**src/rtl/seg7_disp_ctrl.sv**
```systemverilog
// Memory-mapped 7-segment display controller: DATA/CTRL/STATUS registers, hex pass-through
// or sequential binary-to-BCD conversion, leading-zero and per-digit blanking.
module seg7_disp_ctrl #(
    parameter logic [31:0] DATA_RST = 32'h0000_0000,
    parameter int unsigned ADDR_W   = 4
) (
    input  logic              clk,
    input  logic              rst,
    input  logic              disp_sel_i,
    input  logic              req_i,
    input  logic              w_en_i,
    input  logic [ADDR_W-1:0] addr_i,
    input  logic [31:0]       w_data_i,
    output logic [31:0]       r_data_o,
    output logic              ack_o,
    output logic [31:0]       disp_val_o,
    output logic [7:0]        disp_blank_o,
    output logic              disp_valid_o
);

    localparam logic [ADDR_W-1:0] OffData   = ADDR_W'(0);
    localparam logic [ADDR_W-1:0] OffCtrl   = ADDR_W'(4);
    localparam logic [ADDR_W-1:0] OffStatus = ADDR_W'(8);
    localparam logic [31:0]       CtrlMask  = 32'h0001_FF03;

    typedef enum logic [1:0] {StIdle, StConv, StLoad} state_e;

    state_e      state_q;
    logic [31:0] data_q, data_d;
    logic [31:0] ctrl_q, ctrl_d;
    logic        ovf_q, ovf_d;
    logic [31:0] bin_q;
    logic [39:0] bcd_q, bcd_nxt, bcd_shl;
    logic [4:0]  cnt_q;
    logic        trig_q, trig_w;
    logic [31:0] disp_val_q, disp_val_d;
    logic [7:0]  disp_blank_q, disp_blank_d;
    logic        disp_valid_q, disp_valid_d;
    logic        ack_q;
    logic [31:0] r_data_q, r_data_d;
    logic        xfer, wr, rd, busy, hex_load, dec_load, ovf_now;

    // Digit i (i >= 1) is blanked when it and every more significant nibble are zero.
    function automatic logic [7:0] lzb_mask(input logic [31:0] v);
        logic [7:0] m;
        logic       z;
        m = 8'h00;
        z = 1'b1;
        for (int i = 7; i >= 1; i--) begin
            z    = z & (v[4*i +: 4] == 4'h0);
            m[i] = z;
        end
        return m;
    endfunction

    always_comb begin
        xfer   = disp_sel_i & req_i;
        wr     = xfer & w_en_i;
        rd     = xfer & ~w_en_i;
        busy   = (state_q != StIdle);
        data_d = (wr && addr_i == OffData) ? w_data_i : data_q;
        ctrl_d = (wr && addr_i == OffCtrl) ? (w_data_i & CtrlMask) : ctrl_q;
        trig_w = (wr && addr_i == OffData) || (ctrl_d[0] != ctrl_q[0]);

        r_data_d = 32'h0;
        if (rd) begin
            if (addr_i == OffData) begin
                r_data_d = data_q;
            end else if (addr_i == OffCtrl) begin
                r_data_d = ctrl_q;
            end else if (addr_i == OffStatus) begin
                r_data_d = {30'h0, ovf_q, busy};
            end
        end
    end

    // Shift first, then pre-adjust digits for the next step; skipped after the final bit.
    always_comb begin
        bcd_shl = {bcd_q[38:0], bin_q[31]};
        bcd_nxt = bcd_shl;
        if (cnt_q != 5'd31) begin
            for (int d = 0; d < 10; d++) begin
                if (bcd_shl[4*d +: 4] >= 4'd5) begin
                    bcd_nxt[4*d +: 4] = bcd_shl[4*d +: 4] + 4'd3;
                end
            end
        end
    end

    always_comb begin
        ovf_now  = |bcd_q[39:32];
        hex_load = trig_q && !ctrl_q[0];
        dec_load = (state_q == StLoad) && !trig_w && !trig_q;

        disp_val_d   = disp_val_q;
        disp_valid_d = 1'b0;
        ovf_d        = ovf_q;
        if (hex_load) begin
            disp_val_d   = data_q;
            disp_valid_d = 1'b1;
            ovf_d        = 1'b0;
        end else if (dec_load) begin
            disp_val_d   = ovf_now ? 32'hFFFF_FFFF : bcd_q[31:0];
            disp_valid_d = 1'b1;
            ovf_d        = ovf_now;
        end

        if (!ctrl_d[16]) begin
            disp_blank_d = 8'hFF;
        end else begin
            disp_blank_d = ctrl_d[15:8] | (ctrl_d[1] ? lzb_mask(disp_val_d) : 8'h00);
        end
    end

    // A new trigger always wins: it parks the FSM in IDLE and the start happens one edge later
    // so the latest DATA and MODE are used.
    always_ff @(posedge clk) begin
        if (rst) begin
            state_q <= StIdle;
            trig_q  <= 1'b0;
            cnt_q   <= 5'd0;
            bin_q   <= 32'h0;
            bcd_q   <= 40'h0;
        end else if (trig_w) begin
            state_q <= StIdle;
            trig_q  <= 1'b1;
        end else if (trig_q) begin
            trig_q <= 1'b0;
            if (ctrl_q[0]) begin
                state_q <= StConv;
                bin_q   <= data_q;
                bcd_q   <= 40'h0;
                cnt_q   <= 5'd0;
            end else begin
                state_q <= StIdle;
            end
        end else begin
            unique case (state_q)
                StConv: begin
                    bcd_q <= bcd_nxt;
                    bin_q <= {bin_q[30:0], 1'b0};
                    cnt_q <= cnt_q + 5'd1;
                    if (cnt_q == 5'd31) begin
                        state_q <= StLoad;
                    end
                end
                StLoad:  state_q <= StIdle;
                default: state_q <= StIdle;
            endcase
        end
    end

    always_ff @(posedge clk) begin
        if (rst) begin
            data_q       <= DATA_RST;
            ctrl_q       <= 32'h0;
            ovf_q        <= 1'b0;
            disp_val_q   <= 32'h0;
            disp_blank_q <= 8'hFF;
            disp_valid_q <= 1'b0;
            ack_q        <= 1'b0;
            r_data_q     <= 32'h0;
        end else begin
            data_q       <= data_d;
            ctrl_q       <= ctrl_d;
            ovf_q        <= ovf_d;
            disp_val_q   <= disp_val_d;
            disp_blank_q <= disp_blank_d;
            disp_valid_q <= disp_valid_d;
            ack_q        <= xfer;
            r_data_q     <= r_data_d;
        end
    end

    assign r_data_o     = r_data_q;
    assign ack_o        = ack_q;
    assign disp_val_o   = disp_val_q;
    assign disp_blank_o = disp_blank_q;
    assign disp_valid_o = disp_valid_q;

endmodule

```
**config.mk**
```make
export PLATFORM = sky130hd
export DESIGN_NAME = seg7_disp_ctrl
export DESIGN_NICKNAME = d
export VERILOG_FILES = /design/src/rtl/seg7_disp_ctrl.sv
export SDC_FILE = /design/constraint.sdc
export NUM_CORES = 1
export LEC_CHECK = 0
export ABC_AREA = 0
export CAP_MARGIN = 10
export CORE_ASPECT_RATIO = 2
export CORE_MARGIN = 2
export CORE_UTILIZATION = 59
export DETAILED_ROUTE_END_ITERATION = 12
export GPL_ROUTABILITY_DRIVEN = 0
export PLACE_DENSITY = 0.91
export REMOVE_ABC_BUFFERS = 1
export SYNTH_ARGS = -nofsm -noshare
export SYNTH_HDL_FRONTEND = slang
export SYNTH_SLANG_ARGS = --single-unit
```
**constraint.sdc**
```tcl
create_clock -name clk -period 5.9 [get_ports clk]
set_input_delay 1.475 -clock clk [delete_from_list [all_inputs] [get_ports clk]]
set_output_delay 1.475 -clock clk [all_outputs]
set_load 0.01 [all_outputs]
```
==> results of run 1 <==
## worst max-delay path: stages
cell and delay, ns:
clkdlybuf4s50_1 0.51, nor3_2 0.44, o211a_1 0.73, o21ai_1 0.39, o221ai_1 0.33, and3_1 0.31, nand3_2 0.13, o211ai_1 0.19
## where the power goes
group | leakage, µW | internal, µW | switching (µW)
registers | 0.00160 | 1340 | 2.19
logic | 0.00171 | 30.3 | 35.6
clock network | 0.000282 | 606 | 545
## flip-flops by register name (all words and copies together), names as in the netlist, 2 cells and up
name	flops
disp_blank_o	8
disp_val_o	32
r_data_o	32
bin_q	32
state_q	2
bcd_q	40
data_q	32
ctrl_q	11
cnt_q	5
## stage by stage
stage / setup TNS, ns / setup WS [ns] / hold slack, ns
floorplan: -0.2363 / -0.04727 / 0.4251
global placement: 0 / 1.538 / 0.4472
detailed placement: 0 / 1.394 / 0.4571
CTS: 0 / 1.832 / 0.4764
global route: 0 / 1.541 / 0.4910
finish: 0 / 1.749 / 0.4732
## worst paths after layout
path                             start                          to  slack, ns  cells past startpoint
setup / recovery             addr_i[3]  disp_blank_o[2]$_SDFF_PP1_       1.75                      8
hold / removal    ctrl_q[9]$_SDFF_PP0_      r_data_o[9]$_SDFF_PP0_       0.47                      1
setup reg to reg     trig_q$_SDFF_PP0_  disp_blank_o[2]$_SDFF_PP1_       2.77                      9
hold reg to reg   ctrl_q[9]$_SDFF_PP0_      r_data_o[9]$_SDFF_PP0_       0.47                      1
## cell families after synthesis
group	Yosys count	share of synthesized area, %
and+or+nand+nor	362	19.41
AOI/OAI and AO/OA	255	19.87
DFF	198	46.21
buffers and inverters	95	4.361
muxes	47	5.513
adders and majority gates	22	3.209
xor gates and xnor gates	14	1.429
## routing by layer
| metal | wire, µm | track usage (%) | share of wire, % |
|---|---|---|---|
| met3 | 1568 | 6.458 | 6.4 |
| met4 | 1686 | 20.71 | 6.9 |
| met1 | 8675 | 34.40 | 36 |
| met2 | 12420 | 53.95 | 51 |
| met5 | 0 | 0 | 0 |
## cell type report
type / count / area (µm²) / area share [%]
inverters: 24 / 90.09 / 0.8690
clock buffers: 18 / 439.2 / 4.237
clock inverters: 14 / 138.9 / 1.340
multi-input cells: 700 / 4257 / 41.06
repair buffers: 127 / 1236 / 11.93
well taps: 192 / 240.2 / 2.317
flip-flops and latches: 198 / 3965 / 38.25
## Yosys cell counts (3+ instances only)
cell / number / share of area (%)
a221oi_1: 5 / 0.51
o21ai_0: 28 / 1.6
a31oi_1: 4 / 0.29
o2bb2ai_1: 4 / 0.41
or3_1: 4 / 0.29
nor3_1: 27 / 1.6
nand3_1: 14 / 0.82
nor3_2: 3 / 0.35
xor2_1: 3 / 0.31
a211oi_1: 43 / 3.8
clkbuf_1: 58 / 2.5
and2_1: 22 / 1.6
a22oi_1: 20 / 1.8
a311oi_1: 3 / 0.31
nor3b_1: 11 / 0.96
xnor2_1: 11 / 1.1
nor2_1: 113 / 4.9
mux2i_1: 45 / 5.3
nand2_1: 127 / 5.6
and4_1: 4 / 0.41
buf_2: 5 / 0.29
dfxtp_1: 198 / 46
inv_1: 22 / 0.96
a22o_1: 9 / 0.92
a21oi_1: 83 / 4.8
a221oi_2: 3 / 0.53
nor4_1: 4 / 0.29
o211ai_1: 32 / 2.8
and3_1: 4 / 0.29
nand4_1: 3 / 0.22
ha_1: 22 / 3.2
nand2b_1: 13 / 0.95
o22ai_1: 5 / 0.36
nor2b_1: 5 / 0.36
buf_1: 6 / 0.26
==> results by group, run 1 <==
CTS
  • Clock sinks: 198
  • CTS resizes: 0
  • CTS hold repair buffers: 0
  • Clock Path Buffers: 2
  • Clock Latency Late Sink: between 0.4 and 0.5 ns
  • Setup Fix Bufs, Post-CTS: 0
  • CTS H-tree lvls: 4
  • CTS tree: built
  • Clock slew at reported path FFs: 0.07 ns
  • Clk root buf: clkbuf_16
  • Inserted Clock Buffers: 17

Detailed routing
  • DR vias/cell: 6.277
  • Router iterations before antenna repair: 5
  • Vias: about 8000
  • DRT Wirelength: 24.35 mm
  • Iter 0 DRT Violations: 715
  • DRC: 0
  • Routed Antenna Nets: 0
  • Routed len/inst: 19.13 µm

Placed design
  • Buffers on Ports: 114
  • Cell total after placement: 1241
  • Placed wire-length estimate: around 17 mm
  • Placed cell area: 0.009788 mm²

Global routing
  • GR Overflow Total: 0
  • First-pass GRT wire length: between 30 and 40 mm
  • Initial antenna violation count: 0
  • All-Layer GR Usage: 31.81%
  • Vias in the first global route: 7793
  • Pin count of the biggest net entering global routing: 99

Power and ir drop
  • Worst ir drop on vdd: around 200 µV
  • PwrDens: 246.6 mW/mm²
  • Total chip power: 2556 µW
  • Leak Pwr: 0.003588 µW

Layout
  • Most common cell after layout, fill and taps aside: dfxtp_1
  • Non-Filler Instances: approximately 1300
  • Diodes inserted: 0
  • # fillers: 1023
  • Fin area: 0.01037 mm²
  • Layout cell share with drive strength beyond 1: 6.290%
  • Most frequent cells in the layout: dfxtp_1 (197), nand2_1 (127), clkdlybuf4s50_1 (113)
  • Net count, final: 1131
  • Util after Layout: 72.62%
  • Syn-to-layout area delta: 20.84%

Timing
  • Slew Viols, Final: 0
  • Final hold viol count: 0
  • Period utilization: a little over two thirds
  • Relative slew slack: 20.26%
  • Final min period: 4.151 ns
  • Final setup viols: 0
  • Final Skew: 0.008390 ns
  • Fmax achieved: 240.9 MHz
  • Unrepaired setup endpoints after global routing: false
  • Actual slew at the worst max-slew pin: about 1.2 ns

Yosys
  • Synthesized instance count: 993
  • Yosys cell types: 58
  • Ys Warns: 0
  • EDFF count, synth: 0
  • Synthesized area: 0.008578 mm²
  • Yosys reg bits: 198
  • Post-synth ARST share: 0%
  • Seq/Total Area, Yosys: between 40% and 50%
  • Synth Flop Type: dfxtp_1
  • Syn Area/Cell: 8.639 µm²

Worst setup path
  • Crit path arrival time: 4.52 ns
  • CP startpoint kind: primary input
  • Critical path peak fanout: 23
  • Element type at the critical path end: flip-flop
  • Setup CP Type: primary input to flip-flop
  • Worst EP required: 6.27 ns

Floorplanning
  • Initial Utilization: 60.10%
  • FP Rows: 62
  • Die height: 174.5 µm
  • Area of the core: 0.01427 mm²
  • Horiz. Die Dim: 89.26 µm
  • Full die area: 0.01558 mm²
  • I/O pins: between 100 and 150

Run status
  • Status: completed

Hold path
  • HP Class: flip-flop to flip-flop

Flow run
  • Max Cap Viol: 0
Power figures use the tool's default switching activity.
==> run 2: changes to the inputs <==
- CORE_UTILIZATION: 59 -> 55
- PLACE_DENSITY: 0.91 -> 0.86
- clock period: 5.9 -> 4.3 ns (I/O delays scaled with it)
==> results by group, run 2 (same netlist as run 1, synthesis figures left out) <==
Run status
  • Status: completed

Timing
  • Fmax achieved: 285.9 MHz
  • Final Skew: 0.01343 ns (+0.005042 ns)
  • Final setup viols: 0 (unchanged)
  • Relative slew slack: 44.48% (+24 points)
  • Unrepaired setup endpoints after global routing: false
  • Period utilization: between 80% and 90%
  • Final min period: 3.498 ns
  • Slew Viols, Final: 0 (unchanged)
  • Post-Route Setup TNS: 0 ns (unchanged)
  • WHS: 0.4662 ns (-0.006989 ns)
  • Final hold viol count: 0 (unchanged)
  • Actual slew at the worst max-slew pin: 0.8297 ns (-0.3573 ns)

Global routing
  • All-Layer GR Usage: 29.29% (-2.5 points)
  • First-pass GRT wire length: 38.81 mm (+0.59%)
  • Vias in the first global route: 7803 (+0.13%)
  • GR Overflow Total: 0 (unchanged)
  • Initial antenna violation count: 0 (unchanged)
  • Pin count of the biggest net entering global routing: 91 (-8.1%)

CTS
  • Clock slew at reported path FFs: 0.08 ns (about the same)
  • CTS resizes: 0 (unchanged)
  • CTS H-tree lvls: 4 (unchanged)
  • Clock Path Buffers: 2 (unchanged)
  • CTS tree: built
  • Setup Fix Bufs, Post-CTS: 0 (unchanged)
  • Clk root buf: clkbuf_16
  • Inserted Clock Buffers: 17 (unchanged)
  • Clock sinks: 198 (unchanged)
  • Clock Latency Late Sink: 0.45 ns (about the same)
  • CTS hold repair buffers: 0 (unchanged)

Layout
  • Net count, final: 1140 (+0.80%)
  • Diodes inserted: 0 (unchanged)
  • Most frequent cells in the layout: dfxtp_1 (197), nand2_1 (127), clkdlybuf4s50_1 (113)
  • Util after Layout: 68.42% (-4.2 points)
  • Largest Register: bcd_q
  • Max FFs per register: 40 (unchanged)
  • Most common cell after layout, fill and taps aside: dfxtp_1
  • Layout cell share with drive strength beyond 1: 7.064% (+0.77 points)
  • Syn-to-layout area delta: 21.99%

Power and ir drop
  • Worst ir drop on vdd: 288.8 µV (+46%)
  • Leak Pwr: 0.003631 µW (+1.2%)
  • Sequential fraction of design power: 52.0% (-0.4 points)
  • Net Sw Frac: 23.43% (+0.63 points)
  • Comb power frac: 2.6% (about the same)
  • Clk pwr share: 45.3% (+0.3 points)
  • Design internal power: 2703 µW (+37%)
  • Sw power: 827.4 µW (+42%)
  • PwrDens: 337.4 mW/mm² (+37%)

Worst setup path
  • Setup CP Type: primary input to flip-flop
  • Element type at the critical path end: flip-flop
  • Crit path arrival time: 3.86 ns (-0.66 ns)
  • Critical path peak fanout: 16 (-30%)
  • Worst EP required: 4.66 ns (-1.61 ns)
  • CP startpoint kind: primary input

Detailed routing
  • DR vias/cell: 6.143 (-2.1%)
  • Vias: 7912 (-0.98%)
  • Routed len/inst: 18.88 µm (-1.3%)
  • Router iterations before antenna repair: 8 (+3)
  • DRC: 0 (unchanged)
  • DRT Wirelength: 24.32 mm (-0.14%)
  • Iter 0 DRT Violations: 517 (-28%)
  • Routed Antenna Nets: 0 (unchanged)

Hold path
  • HP Class: flip-flop to flip-flop

Placed design
  • Buffers on Ports: 114 (unchanged)
  • Placed wire-length estimate: 16.84 mm (about the same)

Flow run
  • Max Cap Viol: 0 (unchanged)

Floorplanning
  • Full die area: 0.01667 mm² (+7.0%)
  • Horiz. Die Dim: 92.31 µm (+3.4%)
  • Area of the core: 0.01529 mm² (+7.2%)
  • Die height: 180.6 µm (+3.5%)
  • FP Rows: 64 (+3.2%)
  • Initial Utilization: 56.09% (-4.0 points)
  • I/O pins: 115 (unchanged)
run 2: area by class of cell:
type / count / area (µm²)
clock buffer: 17 / 425.4
multi-input combinational: 700 / 4257
tap: 198 / 247.7
timing repair buffer: 136 / 1316
clock inverter: 15 / 163.9
fill: 1174 / 4830
sequential: 198 / 3965
inverter: 24 / 90.09
run 2: per-layer routing:
layer | share of wire (%) | vias to the layer above | track usage, % | wire (µm)
met1 | 36 | 3727 | 31.66 | 8802
li1 | - | 3668 | - | -
met4 | 7.0 | 0 | 20.72 | 1713
met5 | 0 | - | 0 | 0
met3 | 5.8 | 124 | 5.061 | 1400
met2 | 51 | 393 | 50.60 | 12400
run 2: path summary, 6_finish.rpt:
check / from / endpoint / slack, ns / depth (start not counted)
worst max register to register: bcd_q[35]$_SDFFE_PP0P_ / disp_blank_o[1]$_SDFF_PP1_ / 1.09 / 7
worst max-delay path: addr_i[2] / disp_blank_o[1]$_SDFF_PP1_ / 0.80 / 9
worst min-delay path: bin_q[0]$_SDFFE_PP0P_ / bin_q[0]$_SDFFE_PP0P_ / 0.47 / 2
worst min register to register: bin_q[0]$_SDFFE_PP0P_ / bin_q[0]$_SDFFE_PP0P_ / 0.47 / 2
run 2: power by group through the flow:
stage,logic [µW],registers [µW],clock network [µW]
detailed placement,90.5,1880,0
finish,92.4,1840,1600
global placement,90.5,1880,0
floorplan,16.9,1880,0
CTS,91.0,1840,1600
global route,97.4,1840,1670
run 2: stage by stage:
step           cell area (µm²)  power, µW  setup WS [ns]  cells
4_1_cts                  10470       3530         0.8656   1288
6_report                 10470       3531         0.8022   1288
3_5_place_dp              9876       1971         0.4361   1256
3_3_place_gp              9876       1971         0.5144   1256
5_1_grt                  10470       3606         0.6528   1288
2_1_floorplan             8294       1897         -1.247    922
run 2: critical path, stage by stage:
cell             delay (ns)
clkdlybuf4s50_1        0.53
clkinv_1               0.22
o211a_1                0.47
o21ai_1                0.48
buf_4                  0.24
o2bb2ai_1              0.08
nor4_1                 0.44
nand4_1                0.15
o211ai_1               0.17
